$ cat config.mk
export PLATFORM = sky130hd
export DESIGN_NAME = imem_loader
export DESIGN_NICKNAME = d
export VERILOG_FILES = /design/src/rtl/imem_loader_pkg.sv /design/src/rtl/imem_loader_frame_checksum.sv /design/src/rtl/imem_loader.sv
export SDC_FILE = /design/constraint.sdc
export NUM_CORES = 1
export LEC_CHECK = 0
export ABC_AREA = 1
export CORE_MARGIN = 5
export CORE_UTILIZATION = 55
export DETAILED_ROUTE_END_ITERATION = 8
export GPL_TIMING_DRIVEN = 0
export PLACE_DENSITY = 0.75
export SYNTH_ARGS = -nofsm -noshare
export SYNTH_HDL_FRONTEND = slang
export SYNTH_HIERARCHICAL = 1
export SYNTH_SLANG_ARGS = --single-unit
$ cat constraint.sdc
create_clock -name i_clock -period 9.2 [get_ports i_clock]
set_input_delay 2.76 -clock i_clock [delete_from_list [all_inputs] [get_ports i_clock]]
set_output_delay 2.76 -clock i_clock [all_outputs]
set_load 0.005 [all_outputs]
$ cat src/rtl/imem_loader_pkg.sv
// Shared definitions for the byte-stream instruction-memory loader.
// The loader and the CPU datapath both take their power-up start address from here.
package imem_loader_pkg;

    typedef enum logic [3:0] {
        S_SYNC,
        S_ADDR_H,
        S_ADDR_L,
        S_LEN_H,
        S_LEN_L,
        S_VALIDATE,
        S_DATA,
        S_CSUM,
        S_DONE,
        S_ERROR
    } state_t;

    localparam logic [7:0]  SYNC_BYTE  = 8'hA5;
    localparam logic [15:0] DEFAULT_PC = 16'd10;

endpackage

$ cat src/rtl/imem_loader_frame_checksum.sv
// Running 8-bit modulo-256 sum over the bytes of one frame.
// A clear wins over a simultaneous add, so a new frame always starts from zero.
module frame_checksum (
    input  logic       i_clock,
    input  logic       i_reset,
    input  logic       i_clear,
    input  logic       i_add_en,
    input  logic [7:0] i_byte,
    output logic [7:0] o_sum
);

    logic [7:0] r_sum;

    always_ff @(posedge i_clock or posedge i_reset) begin
        if (i_reset) begin
            r_sum <= 8'd0;
        end else if (i_clear) begin
            r_sum <= 8'd0;
        end else if (i_add_en) begin
            r_sum <= r_sum + i_byte;
        end
    end

    assign o_sum = r_sum;

endmodule

$ cat src/rtl/imem_loader.sv
// Receives framed program images over a valid/ready byte stream, writes them into the
// big-endian instruction memory and releases the CPU once the frame checksum verifies.
//   state    | meaning
//   SYNC     | hunting for A5; other bytes dropped
//   ADDR_H/L | latching load address
//   LEN_H/L  | latching payload length
//   VALIDATE | one stalled cycle checking addr/len legality
//   DATA     | writing payload bytes to memory
//   CSUM     | comparing trailing checksum byte
//   DONE     | image good, CPU running from StartPC
//   ERROR    | frame rejected, CPU held
module imem_loader #(
    parameter int          MEM_BYTES  = 128,
    parameter logic [15:0] DEFAULT_PC = imem_loader_pkg::DEFAULT_PC
) (
    input  logic        i_clock,
    input  logic        i_reset,
    input  logic        i_in_valid,
    input  logic [7:0]  i_in_byte,
    output logic        o_in_ready,
    output logic        o_mem_write,
    output logic [15:0] o_mem_address,
    output logic [7:0]  o_mem_data,
    output logic        o_cpu_hold,
    output logic [15:0] o_start_pc,
    output logic        o_done,
    output logic        o_error
);

    import imem_loader_pkg::*;

    state_t      r_state;
    state_t      w_next_state;
    logic        r_in_ready;
    logic        r_mem_write;
    logic [15:0] r_mem_address;
    logic [7:0]  r_mem_data;
    logic        r_cpu_hold;
    logic [15:0] r_start_pc;
    logic        r_done;
    logic        r_error;
    logic [15:0] r_addr;
    logic [15:0] r_len;
    logic [15:0] r_wr_ptr;
    logic [15:0] r_remaining;

    logic        w_accept;
    logic        w_is_sync;
    logic [16:0] w_end;
    logic        w_bad_frame;
    logic        w_cs_clear;
    logic        w_cs_add;
    logic [7:0]  w_sum;
    logic        w_csum_ok;

    assign w_accept    = i_in_valid & r_in_ready;
    assign w_is_sync   = (i_in_byte == SYNC_BYTE);
    // 17-bit end address so a frame near 0xFFFF cannot wrap back into range
    assign w_end       = {1'b0, r_addr} + {1'b0, r_len};
    assign w_bad_frame = (r_len == 16'd0) | r_len[0] | r_addr[0] | (w_end > 17'(MEM_BYTES));
    assign w_csum_ok   = (i_in_byte == w_sum);

    frame_checksum u_checksum (
        .i_clock  (i_clock),
        .i_reset  (i_reset),
        .i_clear  (w_cs_clear),
        .i_add_en (w_cs_add),
        .i_byte   (i_in_byte),
        .o_sum    (w_sum)
    );

    always_ff @(posedge i_clock or posedge i_reset) begin
        if (i_reset) begin
            r_state <= S_SYNC;
        end else begin
            r_state <= w_next_state;
        end
    end

    always_comb begin
        w_next_state = r_state;
        w_cs_clear   = 1'b0;
        w_cs_add     = 1'b0;
        case (r_state)
            S_SYNC, S_DONE, S_ERROR: begin
                if (w_accept && w_is_sync) begin
                    w_next_state = S_ADDR_H;
                    w_cs_clear   = 1'b1;
                end
            end
            S_ADDR_H: begin
                if (w_accept) begin
                    w_next_state = S_ADDR_L;
                    w_cs_add     = 1'b1;
                end
            end
            S_ADDR_L: begin
                if (w_accept) begin
                    w_next_state = S_LEN_H;
                    w_cs_add     = 1'b1;
                end
            end
            S_LEN_H: begin
                if (w_accept) begin
                    w_next_state = S_LEN_L;
                    w_cs_add     = 1'b1;
                end
            end
            S_LEN_L: begin
                if (w_accept) begin
                    w_next_state = S_VALIDATE;
                    w_cs_add     = 1'b1;
                end
            end
            S_VALIDATE: begin
                w_next_state = w_bad_frame ? S_ERROR : S_DATA;
            end
            S_DATA: begin
                if (w_accept) begin
                    w_cs_add = 1'b1;
                    if (r_remaining == 16'd1) begin
                        w_next_state = S_CSUM;
                    end
                end
            end
            S_CSUM: begin
                if (w_accept) begin
                    w_next_state = w_csum_ok ? S_DONE : S_ERROR;
                end
            end
            default: w_next_state = S_SYNC;
        endcase
    end

    always_ff @(posedge i_clock or posedge i_reset) begin
        if (i_reset) begin
            r_in_ready    <= 1'b0;
            r_mem_write   <= 1'b0;
            r_mem_address <= 16'd0;
            r_mem_data    <= 8'd0;
            r_cpu_hold    <= 1'b1;
            r_start_pc    <= DEFAULT_PC;
            r_done        <= 1'b0;
            r_error       <= 1'b0;
            r_addr        <= 16'd0;
            r_len         <= 16'd0;
            r_wr_ptr      <= 16'd0;
            r_remaining   <= 16'd0;
        end else begin
            r_in_ready  <= (w_next_state != S_VALIDATE);
            r_mem_write <= (r_state == S_DATA) && w_accept;
            case (r_state)
                S_SYNC, S_DONE, S_ERROR: begin
                    if (w_accept && w_is_sync) begin
                        r_done     <= 1'b0;
                        r_error    <= 1'b0;
                        r_cpu_hold <= 1'b1;
                    end
                end
                S_ADDR_H: if (w_accept) r_addr[15:8] <= i_in_byte;
                S_ADDR_L: if (w_accept) r_addr[7:0]  <= i_in_byte;
                S_LEN_H:  if (w_accept) r_len[15:8]  <= i_in_byte;
                S_LEN_L:  if (w_accept) r_len[7:0]   <= i_in_byte;
                S_VALIDATE: begin
                    r_wr_ptr    <= r_addr;
                    r_remaining <= r_len;
                    if (w_bad_frame) begin
                        r_error <= 1'b1;
                    end
                end
                S_DATA: begin
                    if (w_accept) begin
                        r_mem_address <= r_wr_ptr;
                        r_mem_data    <= i_in_byte;
                        r_wr_ptr      <= r_wr_ptr + 16'd1;
                        r_remaining   <= r_remaining - 16'd1;
                    end
                end
                S_CSUM: begin
                    if (w_accept) begin
                        if (w_csum_ok) begin
                            r_done     <= 1'b1;
                            r_cpu_hold <= 1'b0;
                            r_start_pc <= r_addr;
                        end else begin
                            r_error    <= 1'b1;
                        end
                    end
                end
                default: ;
            endcase
        end
    end

    assign o_in_ready    = r_in_ready;
    assign o_mem_write   = r_mem_write;
    assign o_mem_address = r_mem_address;
    assign o_mem_data    = r_mem_data;
    assign o_cpu_hold    = r_cpu_hold;
    assign o_start_pc    = r_start_pc;
    assign o_done        = r_done;
    assign o_error       = r_error;

endmodule

# After elaboration in Yosys (flattened, before gate mapping)
# Cells that the tools add are included.
[classes]
add_sub_neg = 4
order_cmp = 1
eq_ne = 19
n_mux = 33
bitwise = 4
reduce_logical = 19
[op_table]
columns = ["operator", "count"]
rows = [
  ["16-bit case mux with 2 select lines", 2],
  ["4-bit two-way mux", 9],
  ["16-bit two-way mux", 2],
  ["4-bit case mux with 8 select lines", 1],
  ["16-bit by 16-bit adder with 17-bit output", 1],
  ["17-bit by 8-bit greater-than comparator with 1-bit output (second input constant)", 1],
  ["16-bit by 1-bit adder with 16-bit output (second input constant)", 1],
  ["16-bit by 1-bit == test with 1-bit output (second input constant)", 1],
  ["4-bit by 3-bit == test with 1-bit output (second input constant)", 4],
  ["16-bit zero test", 1],
  ["8-bit two-way mux", 2],
  ["16-bit by 1-bit subtractor with 16-bit output (second input constant)", 1],
  ["1-bit two-way mux", 14],
  ["2-bit inequality test (second input constant)", 6],
  ["2-bit AND reduction", 6],
  ["8-bit adder", 1],
  ["4-bit by 2-bit == test with 1-bit output (second input constant)", 2],
  ["4-bit == test (second input constant)", 2],
  ["8-bit == test", 1],
  ["8-bit == test (second input constant)", 1],
  ["2-bit nonzero test", 3],
  ["5-bit AND reduction", 1],
  ["5-bit OR reduction", 1],
  ["4-bit by 1-bit == test with 1-bit output (second input constant)", 1],
  ["11 further kinds", 15],
]
[totals]
register_bits = 121
out_inout_bits = 45
wordCells = 96

# Logic depth before layout (Yosys ltp)
[depth]
ltp_word = 7
depth_mapped = 15

# Hierarchy
# Netlist, hierarchy kept.
[by_module_without_submodules]
columns = ["mod", "n_inst", "cells_each", "area_per_inst_um2"]
rows = [
  ["imem_loader", 1, 856, 6399.9],
  ["frame_checksum", 1, 80, 618.1],
]

# Worst setup path before layout
# OpenSTA, ideal clock, no wires.
[synth_path]
kind = "input -> register"
startpoint = "input i_in_byte[3]"
endpoint = "register r_start_pc[10], in the netlist o_start_pc[10]"
setup_ns = 0.116
arrival_ns = 3.896
path_slack_ns = 5.188
cell_stages = 11
path_buffers = 3
path_cell_list = "inv_2 > or2_1 > nand4_1 > nor4_2 > and2_1 > buf_4 > nand2_2 > buf_6 > buf_6 > nand2_1 > nand2_1"
[synth_between]
elab_chain_cells = 2
[synth_rtl]
columns = ["item", "line_no", "rtl"]
rows = [
  ["start, declared", "imem_loader.sv:19", "input logic [7:0] i_in_byte,"],
  ["8-bit == test", "imem_loader.sv:61", "assign w_csum_ok = (i_in_byte == w_sum);"],
  ["3-bit AND reduction (no line)", "--", ""],
  ["end signal, assigned", "imem_loader.sv:184", "r_start_pc <= r_addr;"],
  ["end, declared", "imem_loader.sv:39", "logic [15:0] r_start_pc;"],
]
# Every way passes these cells.
# A chain may end at the register's enable or synchronous reset.

# Worst setup path after layout
[layout_path]
startpoint = "input i_in_byte[7]"
endpoint = "register u_checksum.r_sum[0], in the netlist u_checksum/o_sum[0]"
[layout_between]
elab_chain_cells = 5
[layout_rtl]
columns = ["item", "line_no", "rtl"]
rows = [
  ["8-bit == test (*)", "imem_loader.sv:57", "assign w_is_sync = (i_in_byte == SYNC_BYTE);"],
  ["1-bit logical AND (*)", "imem_loader.sv:86", "if (w_accept && w_is_sync) begin"],
  ["1-bit two-way mux (*)", "imem_loader.sv:86", ""],
  ["1-bit two-way mux (*)", "imem_loader.sv:84", "case (r_state)"],
  ["named net w_cs_clear", "imem_loader.sv:51", "logic w_cs_clear;"],
  ["8-bit two-way mux / 2-bit nonzero test (equally long branches)", "--", ""],
  ["end signal, assigned", "imem_loader_frame_checksum.sv:20", "r_sum <= r_sum + i_byte;"],
  ["end, declared", "imem_loader_frame_checksum.sv:12", "logic [7:0] r_sum;"],
]
# The timed path passes the listed nets; every way through them passes the cells marked *.

==> flow_metrics.tcl <==
set metrics [dict create \
    synth_top_area_frac 0.4208 \
    syn_inst 936 \
    startpoint_type "input pin" \
    timing.final.crit_share 0.5140 \
    dp_hpwl_um 14500 \
    ant_nets 0 \
    cts.path.max_buffers 2 \
    cts_setup_buffers 0 \
    avgSynthCellArea_um2 7.498 \
    p_int_mw 1.683 \
    whs_ns 0.4576 \
    p_clk_frac 0.237 \
    synthArstFlopShare 1.000 \
    grt_pass1_wl_um 31800 \
    cts_inserted_buffers 17 \
    via_count 6618 \
    relSlewSlack 0.5915 \
    synth.area.mux_share 0 \
    synth_top_cell_by_area "dfrtp_1" \
    gr-total-overflow 0 \
    ys_types 44 \
    endpoint_kind "flip-flop" \
    cts_hold_buf 0 \
    vias_per_cell 5.533 \
    synth_seq_cells 121 \
    cp.arrival_ns 5.04 \
    drtPass1Iterations 5 \
    synth_top_family_by_area "simple AND/OR/NAND/NOR gates" \
    setup_tns_ns 0 \
    p_leak_nw 4.145 \
    p_sw_mw 1.208 \
    setup_viol 0 \
    ir_worst_vdd_mv 0.1616 \
    cts-root-buf "clkbuf_16" \
    synth_edf_count 0 \
    r2r_slack_ns 6.55 \
    start_util 0.5584 \
    status "complete, no violations" \
    clock_latency_ns 0.42 \
    cts.sinks 121 \
    synthesis.nets 975 \
    swShare 0.4180 \
    grt_start_max_net_pins 72 \
    power_per_cell_area_mw_per_mm2 343.3 \
    seq_area_frac_synth 0.4320 \
    dr.first_iter.drc_count 602 \
    fin_cells 1196 \
    grt_pass1_vias 6263 \
    nets 1050 \
    cts_tree "yes" \
    wl_per_cell_um 16.31 \
    post-route-drc-count 0 \
    cts_max_level 4 \
    n_antenna_cell 0 \
    dp.cells 1164 \
    wirelength_um 19510 \
    portBuffers 55 \
    synthTopCellsByArea "dfrtp_1, nand2_1, o21ai_0" \
    synthAdderAreaFrac 0.05206 \
    rsz0062_at_grt "no" \
    rows 41 \
    hold_viol 0 \
    syn_area_mm2 0.007018 \
    dieArea_mm2 0.01512 \
    p_comb_frac 0.438 \
    critPathKind "input pin to flip-flop" \
    pwr-share-seq 0.325 \
    gr-usage-all-layers 0.2743 \
    ys.flop_type "dfrtp_1" \
    area_growth_pct 19.99 \
    synth_warnings 6 \
    slew_viol_final 0 \
    worstMarginPinSlew_ns 0.6094 \
    synth_simple_gate_area_frac 0.2737 \
    cp_max_fo 8 \
    fmax_ghz 0.2115 \
    path_clk_slew_ns 0.06 \
    chipWidth_um 123.0 \
    core-area_mm2 0.01257 \
    synth_xor_xnor_area_share 0.02246 \
    antenna_found_initial 0 \
    drive_gt1_frac 0.07617 \
    dieHeight_um 123.0 \
    ctsResizeCount 0 \
    hold_class "flip-flop to flip-flop" \
    io_pins 56 \
    synth_compound_area_frac 0.1367 \
    clock_skew_ns 0.008392 \
    maxCapViolCount 0 \
    gp_congestion 0.9202 \
    final.min_clock_period_ns 4.729 \
    critPathRequiredTime_ns 9.51 \
]
==> sequential cells by signal, summed over array words and instances, names as in the netlist <==
| signal | cells |
|---|---|
| o_cpu_hold | 1 |
| o_done | 1 |
| o_error | 1 |
| o_in_ready | 1 |
| o_mem_address | 16 |
| o_mem_data | 8 |
| o_mem_write | 1 |
| o_start_pc | 16 |
| r_addr | 16 |
| r_len | 16 |
| r_remaining | 16 |
| r_state | 4 |
| r_wr_ptr | 16 |
| u_checksum/o_sum | 8 |
==> synth_stat cells, drive strengths merged (2+ instances only) <==
cell    count
a21oi      30
a22o        4
a31oi       5
a32o        2
and2        2
buf        14
clkbuf     12
dfrtp     118
dfstp       3
fa          2
ha         26
inv       117
nand2     278
nand3      45
nand3b      7
nand4      13
nor2       86
nor3       10
nor4        4
o211ai      5
o21ai     115
o221ai      2
o22ai       6
o31ai       2
or2         5
xnor2       6
xor2       12
==> critical path, stage by stage <==
cell	delay, ns
clkdlybuf4s50_1	0.63
inv_1	0.23
nor4_1	0.43
nand4_1	0.34
inv_1	0.28
nor2_2	0.14
a22o_1	0.23
==> power by group through the flow <==
stage               sequential (mW)  clock (mW)  combinational, mW
floorplan                     0.877           0              0.902
global placement              0.933           0               1.22
detailed placement            0.938           0               1.25
CTS                           0.932       0.688               1.25
global route                  0.964       0.715               1.45
finish                        0.940       0.685               1.27
==> final timing paths <==
kind | start | to | cells past startpoint
min in group asynchronous | i_reset | u_checksum/o_sum[0] | 2
max in group asynchronous | i_reset | o_start_pc[3] | 3
worst min-delay path | o_cpu_hold | o_cpu_hold | 2
worst min register to register | o_cpu_hold | o_cpu_hold | 2
worst max-delay path | i_in_byte[7] | u_checksum/o_sum[0] | 7
worst max register to register | r_len[0] | o_error | 12
==> metal layers <==
layer | routed length (um) | vias up | GRT usage
li1 | - | 3195 | -
met1 | 8024 | 3059 | 0.3535
met2 | 9288 | 319 | 0.4544
met3 | 1664 | 45 | 0.05764
met4 | 529 | 0 | 0.1071
met5 | 0 | - | 0
==> cells by family (layout without fill, tap and decap cells) <==
family                   Yosys count  count (layout)
buffers and inverters            143             231
AND/OR/NAND/NOR                  450             450
adder cells (fa/ha/maj)           28              28
flip-flops                       121             121
AO/OA/AOI/OAI                    176             176
XOR/XNOR                          18              18
==> placed cells by master (no fill, tap or decap), types with 3 or more instances in the layout <==
cell	synthesis	routed
nand2_1	276	276
dfrtp_1	118	118
inv_1	104	103
o21ai_0	99	99
nor2_1	75	75
clkdlybuf4s50_1	0	55
nand3_1	45	45
a21oi_1	30	30
ha_1	26	26
clkbuf_16	0	17
o21ai_1	16	16
clkbuf_1	12	14
nand4_1	13	13
inv_2	13	13
xor2_1	12	12
nor3_1	9	9
nor2_2	8	8
buf_2	7	7
nand3b_1	7	7
o22ai_1	6	6
xnor2_1	6	6
o211ai_1	5	5
a31oi_1	5	5
buf_6	4	4
a22o_1	4	4
nor4_1	3	3
or2_1	3	3
clkinv_4	0	3
bufinv_16	0	3
clkinv_2	0	3
dfstp_2	3	3
==> cell type report <==
type | count | area [um2]
Fill cell | 1087 | 4148
Multi-Input combinational cell | 672 | 3403
Sequential cell | 121 | 3032
Timing Repair Buffer | 56 | 578.1
Clock buffer | 21 | 460.4
Inverter | 117 | 441.7
Tap cell | 172 | 215.2
Clock inverter | 11 | 146.4
Buffer | 26 | 143.9
==> through the flow <==
| stage | util | instance area [um2] | setup WS [ns] | total power, mW |
|---|---|---|---|---|
| 2_1_floorplan | - | 7018 | 3.458 | 1.779 |
| 5_1_grt | 0.6700 | 8421 | 4.285 | 3.131 |
| 4_1_cts | 0.6700 | 8421 | 4.519 | 2.873 |
| 3_5_place_dp | 0.6217 | 7814 | 4.083 | 2.184 |
| 6_report | 0.6700 | 8421 | 4.471 | 2.891 |
| 3_3_place_gp | 0.6193 | 7784 | 1.740 | 2.151 |
Power figures use the tool's default switching activity.
